`src/rtl/amp_frontend_pkg.sv`:
```
// amp_frontend_pkg
//   Shared definitions for the S/PDIF front end: the lock-detector FSM state
//   encoding, default timing constants used by spdif_lock_detect,
//   amp_state_control and the benches, and a small arithmetic helper.
package amp_frontend_pkg;

  typedef enum logic [1:0] {
    IDLE    = 2'd0,
    ACQUIRE = 2'd1,
    LOCKED  = 2'd2
  } lock_state_e;

  localparam int unsigned DEF_MIN_UNIT = 3;   // smallest unit interval, clk cycles
  localparam int unsigned DEF_MAX_UNIT = 20;  // largest unit interval, clk cycles
  localparam int unsigned DEF_TIMEOUT  = 96;  // edge-free cycles treated as dropout

  function automatic logic [7:0] abs_diff8(input logic [7:0] a, input logic [7:0] b);
    return (a > b) ? (a - b) : (b - a);
  endfunction

endpackage

```
`src/rtl/spdif_interval_meter.sv`:
```
// spdif_interval_meter
//   Measures the spacing between line transitions and tracks the minimum
//   spacing over windows of 2^WIN_LOG2 measurements.
// Ports:
//   clk_i         system clock
//   rst_ni        asynchronous active-low reset
//   edge_i        one-cycle pulse per line transition
//   window_done_o high in the cycle of the edge that closes a window
//   win_min_o     minimum interval of the closing window (valid with window_done_o)
//   dropout_o     high in the cycle where the interval counter hits TIMEOUT
//                 without an edge
module spdif_interval_meter
  import amp_frontend_pkg::*;
#(
  parameter int unsigned WIN_LOG2 = 8,
  parameter int unsigned TIMEOUT  = DEF_TIMEOUT
) (
  input  logic       clk_i,
  input  logic       rst_ni,
  input  logic       edge_i,
  output logic       window_done_o,
  output logic [7:0] win_min_o,
  output logic       dropout_o
);

  localparam logic [7:0] TIMEOUT_L = 8'(TIMEOUT);

  logic [7:0]          ivl_q, ivl_d;
  logic [WIN_LOG2-1:0] cnt_q, cnt_d;
  logic [7:0]          min_q, min_d;
  // Set by the first edge of a stream; edges only measure while it is set.
  logic                run_q, run_d;

  logic       meas;
  logic [7:0] min_now;

  always_comb begin
    dropout_o     = (ivl_q == TIMEOUT_L) && !edge_i;
    meas          = edge_i && run_q;
    min_now       = (ivl_q < min_q) ? ivl_q : min_q;
    window_done_o = meas && (cnt_q == '1);
    win_min_o     = min_now;
  end

  always_comb begin
    ivl_d = ivl_q;
    cnt_d = cnt_q;
    min_d = min_q;
    run_d = run_q;

    if (edge_i) begin
      ivl_d = 8'd1;
    end else if (ivl_q != 8'hFF) begin
      ivl_d = ivl_q + 8'd1;
    end

    if (dropout_o) begin
      run_d = 1'b0;
      cnt_d = '0;
      min_d = '1;
    end else if (edge_i) begin
      run_d = 1'b1;
      if (meas) begin
        cnt_d = cnt_q + WIN_LOG2'(1);
        min_d = window_done_o ? '1 : min_now;
      end
    end
  end

  always_ff @(posedge clk_i or negedge rst_ni) begin
    if (!rst_ni) begin
      ivl_q <= '0;
      cnt_q <= '0;
      min_q <= '1;
      run_q <= 1'b0;
    end else begin
      ivl_q <= ivl_d;
      cnt_q <= cnt_d;
      min_q <= min_d;
      run_q <= run_d;
    end
  end

endmodule

```
`src/rtl/spdif_lock_detect.sv`:
```
// spdif_lock_detect
//   Decides whether a stable S/PDIF biphase stream is present by comparing the
//   minimum transition spacing of consecutive measurement windows. Lock needs
//   LOCK_WINDOWS consecutive good comparisons; a bad window or a line dropout
//   drops it.
//   Optional build macro SPDIF_LOCK_HYST_EN: while locked, only UNLOCK_WINDOWS
//   consecutive bad windows unlock (dropout still unlocks at once).
// Ports:
//   clk_in           system clock
//   reset            asynchronous active-low reset
//   edge_in          one-cycle pulse per line transition
//   audio_locked_out stream locked (registered)
//   lock_lost_out    one-cycle pulse on leaving LOCKED
//   unit_period_out  accepted unit interval in clk cycles, meaningful while locked
module spdif_lock_detect
  import amp_frontend_pkg::*;
#(
  parameter int unsigned WIN_LOG2       = 8,
  parameter int unsigned MIN_UNIT       = DEF_MIN_UNIT,
  parameter int unsigned MAX_UNIT       = DEF_MAX_UNIT,
  parameter int unsigned TOL            = 1,
  parameter int unsigned LOCK_WINDOWS   = 4,
  parameter int unsigned UNLOCK_WINDOWS = 3,
  parameter int unsigned TIMEOUT        = DEF_TIMEOUT
) (
  input  logic       clk_in,
  input  logic       reset,
  input  logic       edge_in,
  output logic       audio_locked_out,
  output logic       lock_lost_out,
  output logic [7:0] unit_period_out
);

  // One counter serves as good_cnt in ACQUIRE and bad_cnt in LOCKED; the two
  // are never live at the same time, so it is sized for the larger threshold.
  localparam int unsigned CNT_MAX = (LOCK_WINDOWS > UNLOCK_WINDOWS) ? LOCK_WINDOWS
                                                                     : UNLOCK_WINDOWS;
  localparam int unsigned CW      = $clog2(CNT_MAX + 1);

  localparam logic [CW-1:0] LOCK_TH = CW'(LOCK_WINDOWS);
  localparam logic [7:0]    MIN_L   = 8'(MIN_UNIT);
  localparam logic [7:0]    MAX_L   = 8'(MAX_UNIT);
  localparam logic [7:0]    TOL_L   = 8'(TOL);
`ifdef SPDIF_LOCK_HYST_EN
  localparam logic [CW-1:0] UNLOCK_TH = CW'(UNLOCK_WINDOWS);
`endif

  lock_state_e   state_q, state_d;
  logic [CW-1:0] win_cnt_q, win_cnt_d;
  logic [7:0]    prev_min_q, prev_min_d;
  logic          prev_valid_q, prev_valid_d;
  logic [7:0]    unit_q, unit_d;
  logic          locked_q, locked_d;
  logic          lost_q, lost_d;

  logic          window_done;
  logic [7:0]    win_min;
  logic          dropout;
  logic          win_good;
  logic [CW-1:0] cnt_inc;

  spdif_interval_meter #(
    .WIN_LOG2 (WIN_LOG2),
    .TIMEOUT  (TIMEOUT)
  ) u_meter (
    .clk_i         (clk_in),
    .rst_ni        (reset),
    .edge_i        (edge_in),
    .window_done_o (window_done),
    .win_min_o     (win_min),
    .dropout_o     (dropout)
  );

  always_comb begin
    win_good = (win_min >= MIN_L) && (win_min <= MAX_L) && prev_valid_q &&
               (abs_diff8(win_min, prev_min_q) <= TOL_L);
    cnt_inc  = win_cnt_q + CW'(1);
  end

  always_comb begin
    state_d      = state_q;
    win_cnt_d    = win_cnt_q;
    prev_min_d   = prev_min_q;
    prev_valid_d = prev_valid_q;
    unit_d       = unit_q;
    lost_d       = 1'b0;

    if (dropout) begin
      state_d      = IDLE;
      win_cnt_d    = '0;
      prev_valid_d = 1'b0;
      prev_min_d   = '0;
      unit_d       = '0;
      lost_d       = (state_q == LOCKED);
    end else begin
      if (window_done) begin
        prev_min_d   = win_min;
        prev_valid_d = 1'b1;
      end

      case (state_q)
        IDLE: begin
          if (edge_in) begin
            state_d   = ACQUIRE;
            win_cnt_d = '0;
          end
        end

        ACQUIRE: begin
          if (window_done) begin
            if (!win_good) begin
              win_cnt_d = '0;
            end else if (cnt_inc == LOCK_TH) begin
              state_d   = LOCKED;
              win_cnt_d = '0;
              unit_d    = win_min;
            end else begin
              win_cnt_d = cnt_inc;
            end
          end
        end

        LOCKED: begin
          if (window_done) begin
            if (win_good) begin
              unit_d    = win_min;
              win_cnt_d = '0;
            end else begin
`ifdef SPDIF_LOCK_HYST_EN
              if (cnt_inc == UNLOCK_TH) begin
                state_d   = ACQUIRE;
                win_cnt_d = '0;
                lost_d    = 1'b1;
              end else begin
                win_cnt_d = cnt_inc;
              end
`else
              state_d   = ACQUIRE;
              win_cnt_d = '0;
              lost_d    = 1'b1;
`endif
            end
          end
        end

        default: begin
          state_d   = IDLE;
          win_cnt_d = '0;
        end
      endcase
    end

    locked_d = (state_d == LOCKED);
  end

  always_ff @(posedge clk_in or negedge reset) begin
    if (!reset) begin
      state_q      <= IDLE;
      win_cnt_q    <= '0;
      prev_min_q   <= '0;
      prev_valid_q <= 1'b0;
      unit_q       <= '0;
      locked_q     <= 1'b0;
      lost_q       <= 1'b0;
    end else begin
      state_q      <= state_d;
      win_cnt_q    <= win_cnt_d;
      prev_min_q   <= prev_min_d;
      prev_valid_q <= prev_valid_d;
      unit_q       <= unit_d;
      locked_q     <= locked_d;
      lost_q       <= lost_d;
    end
  end

  assign audio_locked_out = locked_q;
  assign lock_lost_out    = lost_q;
  assign unit_period_out  = unit_q;

endmodule

```
`config.mk`:
```
export PLATFORM = sky130hd
export DESIGN_NAME = spdif_lock_detect
export DESIGN_NICKNAME = d
export VERILOG_FILES = /design/src/rtl/amp_frontend_pkg.sv /design/src/rtl/spdif_interval_meter.sv /design/src/rtl/spdif_lock_detect.sv
export SDC_FILE = /design/constraint.sdc
export NUM_CORES = 1
export LEC_CHECK = 0
export ABC_AREA = 0
export BUFFER_PORTS_ARGS = -buffer_cell sky130_fd_sc_hd__buf_2
export CAP_MARGIN = 0
export CORE_ASPECT_RATIO = 1.2
export CORE_MARGIN = 2
export CORE_UTILIZATION = 29
export CTS_CLUSTER_DIAMETER = 120
export DETAILED_ROUTE_END_ITERATION = 8
export RECOVER_POWER = 100
export REMOVE_ABC_BUFFERS = 1
export SLEW_MARGIN = 20
export SYNTH_ARGS = -nofsm -noshare
export SYNTH_HDL_FRONTEND = slang
export SYNTH_HIERARCHICAL = 1
export SYNTH_SLANG_ARGS = --single-unit
```
`constraint.sdc`:
```
create_clock -name clk_in -period 4.46 [get_ports clk_in]
set_input_delay 0 -clock clk_in [delete_from_list [all_inputs] [get_ports clk_in]]
set_output_delay 0 -clock clk_in [all_outputs]
set_load 0.02 [all_outputs]
```
==> results_dict.tcl <==
set metrics [dict create \
    status "finished with violations" \
    violations "capacitance limit, slew limit" \
    routed_via_density 4.872 \
    vias 2704 \
    worst_slack_ns 0.1913 \
    power.density_nw_per_um2 300.5 \
    synth_flop_cell "dfrtp_1" \
    min_period_ns 4.269 \
    drc 0 \
    setup_viol 0 \
    synth_enable_flop_cells 0 \
    relSlewSlack_pct -77.63 \
    worstMarginPinSlew_ns 2.665 \
    maxSlewViolCount 50 \
    register_area_um2 1236 \
    clock_latency_ns 0.29 \
    first_pass_iters 4 \
    drtIter0Drc 108 \
    multi_input_area_um2 2083 \
    cp_top_family "compound AO/OA/AOI/OAI gates" \
    max_freq_ghz 0.2343 \
    ys_ff_latch 49 \
    wl_per_cell_um 13.72 \
    syn2layout_area_growth_pct 19.82 \
    start_kind "flop" \
    ant_nets 0 \
    fillers 1204 \
    min_period_over_period_pct 95.71 \
    critPathMaxStageDelay_ns 0.55 \
    die-height_um 122.7 \
    arrival_ns 4.48 \
    cts-root-buf "clkbuf_16" \
    cpMostUsedCell "buf_6" \
    synth_area_um2 3402 \
    n_antenna_cell 0 \
    cts_tree "built" \
    synthCells 359 \
    required_ns 4.67 \
    row_count 43 \
    io-pin-count 13 \
    worstPathMaxFanout 8 \
    grt_max_degree 50 \
    vdd_drop_max_uv 178.8 \
    h-tree-depth 2 \
    ys_types 59 \
    power_frac_comb_pct 26.5 \
    io_buffers 12 \
    gp_congestion 0.8701 \
    fin_nets 429 \
    cts.reportedPaths.clkPinSlew_ns 0.07 \
    internal_power_uw 847.7 \
    start_util_pct 29.55 \
    coreArea_um2 11510 \
    hold_class "primary input to flop" \
    die-width_um 102.9 \
    wirelength_um 7614 \
    cts.path.max_buffers 2 \
    p_leak_nw 1.711 \
    postSynthAreaPerCell_um2 9.476 \
    seq_power_share_pct 42.6 \
    antenna_found_initial 0 \
    overflow 0 \
    hold_viol 0 \
    finalPower_mw 1.225 \
    track_usage_pct 12.50 \
    worstSetupEndpointType "flop" \
    skew_ns 0.006608 \
    grt_pass1_vias 2696 \
    layout-drive-gt1-share_pct 19.60 \
    clockPowerShare_pct 30.9 \
    path_class "flop to flop" \
    clock_sinks 49 \
    cts-buffers-inserted 5 \
    switching_share_pct 30.79 \
    grt_first_pass_wirelength_um 12700 \
    yosysWarnings 6 \
    maxCapViolCount 1 \
    async_reset_ff_share_pct 100.0 \
    dpl_worst_slack_ns -0.1032 \
    dieArea_um2 12620 \
    hpwl_um 5546 \
    yosysSeqAreaShare_pct 36.34 \
    power.switching_uw 377.2 \
    crit_slowest_cell "dfstp_2" \
    crit_buf_inv 3 \
    path_cells "inv_1 > ha_4 > nand2_2 > or3_4 > o221ai_4 > buf_6 > mux2_2 > ha_1 > nand4_1 > a21oi_2 > o32a_1 > nor4b_4 > nand3_2 > a2111oi_4 > buf_6 > mux2i_1" \
]
cell families after synthesis:
kind of cell / count (synthesis) / synth area share [%]
adder cells (fa/ha/maj): 29 / 11.11
buffers and inverters: 45 / 5.590
XOR/XNOR: 14 / 3.604
AO/OA/AOI/OAI: 82 / 18.35
flip-flops: 49 / 36.34
AND/OR/NAND/NOR: 119 / 18.61
multiplexers: 21 / 6.399
cells in the mapped netlist (2+ instances only):
master | instances | area [um^2]
a211o_1 | 3 | 26.28
xor2_1 | 9 | 78.83
a211oi_1 | 5 | 37.54
o22a_1 | 8 | 70.07
or3_1 | 4 | 25.02
a311oi_1 | 2 | 17.52
nor3_1 | 7 | 35.03
nand3_1 | 4 | 20.02
ha_1 | 27 | 337.8
nand2b_1 | 15 | 93.84
a21boi_0 | 2 | 15.01
a31oi_1 | 4 | 25.02
nor4_2 | 2 | 25.02
a21o_1 | 3 | 22.52
o21ai_0 | 15 | 75.07
dfrtp_1 | 41 | 1026
clkbuf_1 | 10 | 37.54
mux2i_1 | 15 | 150.1
fa_1 | 2 | 40.04
xnor2_1 | 5 | 43.79
buf_6 | 2 | 22.52
a32o_1 | 2 | 20.02
nor2_1 | 43 | 161.4
a22o_1 | 2 | 17.52
nand2_1 | 22 | 82.58
o21bai_1 | 3 | 22.52
buf_2 | 2 | 10.01
mux2_2 | 6 | 67.56
nor3b_1 | 3 | 22.52
nand4_1 | 6 | 37.54
dfstp_2 | 8 | 210.2
inv_1 | 29 | 108.9
nor2b_1 | 3 | 18.77
o2bb2ai_1 | 3 | 26.28
a21oi_1 | 18 | 90.09
what timing repair did:
item | in CTS | in global routing
hold buffers | 1 | 0
hold endpoints to repair | 41 | 0
endpoints found under the setup margin | 8 | 13
resized for setup | 4 | 25
pin swaps | 2 | 9
setup buffers | 1 | 4
through the flow:
step           util (%)  instances  hold WS, ns  setup TNS, ns  cell area [um^2]
6_report          35.41        555      0.06343              0              4076
5_1_grt           35.41        555      0.07909        -0.1415              4076
4_1_cts           34.60        551      0.06346              0              3984
3_5_place_dp      33.04        541       0.1561        -0.3889              3804
3_3_place_gp      33.04        541       0.1510              0              3804
2_1_floorplan         -        343      -0.2956         -2.631              3321
power by group through the flow:
| stage | clock [mW] | sequential, mW | combinational [mW] |
|---|---|---|---|
| final | 0.379 | 0.521 | 0.325 |
| after global placement | 0 | 0.526 | 0.278 |
| after CTS | 0.387 | 0.521 | 0.291 |
| after detailed placement | 0 | 0.527 | 0.284 |
| after global routing | 0.402 | 0.527 | 0.362 |
| after floorplan | 0 | 0.523 | 0.198 |
layout by cell type, fill, tap and decap left out, types with 4 or more instances in the layout:
cell	instances
a211oi_1	5
nor3_1	7
clkbuf_16	5
a21oi_1	16
buf_4	27
mux2_2	5
xor2_1	9
mux2i_1	15
dfstp_2	8
o22a_1	8
clkbuf_1	15
dfrtp_1	41
xnor2_1	5
o21ai_1	4
o21ai_0	11
ha_1	20
nor2_1	43
nand2_1	21
nand4_1	6
inv_1	29
ha_4	4
nand2b_1	15
registers in the layout, summed over array words and instances, names as in the netlist:
name and count:
prev_min_q 8, u_meter/cnt_q 8, u_meter/ivl_q 8, u_meter/min_q 8
unit_period_out 8, win_cnt_q 3, state_q 2, audio_locked_out 1
lock_lost_out 1, prev_valid_q 1, u_meter/run_q 1
cell type report:
type | count | area share (%)
clock buffer | 6 | 3.161
multi-input combinational | 265 | 51.11
tap | 157 | 4.819
inverter | 29 | 2.670
timing repair buffer | 47 | 7.581
sequential | 49 | 30.33
clock inverter | 2 | 0.3376
per-layer routing:
| layer | part of all wire [%] | up-vias | track usage (%) |
|---|---|---|---|
| met5 | 0 | - | 0 |
| met4 | 2.5 | 0 | 4.770 |
| met3 | 1.8 | 15 | 1.651 |
| met2 | 52 | 33 | 22.22 |
| met1 | 44 | 1316 | 15.18 |
| li1 | - | 1340 | - |
worst paths after layout:
kind	slack, ns	startpoint	end	depth (start not counted)
max in group asynchronous	1.76	reset	lock_lost_out$_DFF_PN0_	3
max reg2reg	0.19	u_meter/min_q[7]$_DFFE_PN1P_	unit_period_out[1]$_DFFE_PN0P_	16
min	0.06	edge_in	u_meter/ivl_q[1]$_DFFE_PN0P_	2
max	0.19	u_meter/min_q[7]$_DFFE_PN1P_	unit_period_out[1]$_DFFE_PN0P_	16
min in group asynchronous	1.18	reset	prev_min_q[7]$_DFFE_PN0P_	3
min reg2reg	0.51	prev_valid_q$_DFFE_PN0P_	prev_valid_q$_DFFE_PN0P_	2
(Power assumes the default switching activity.)
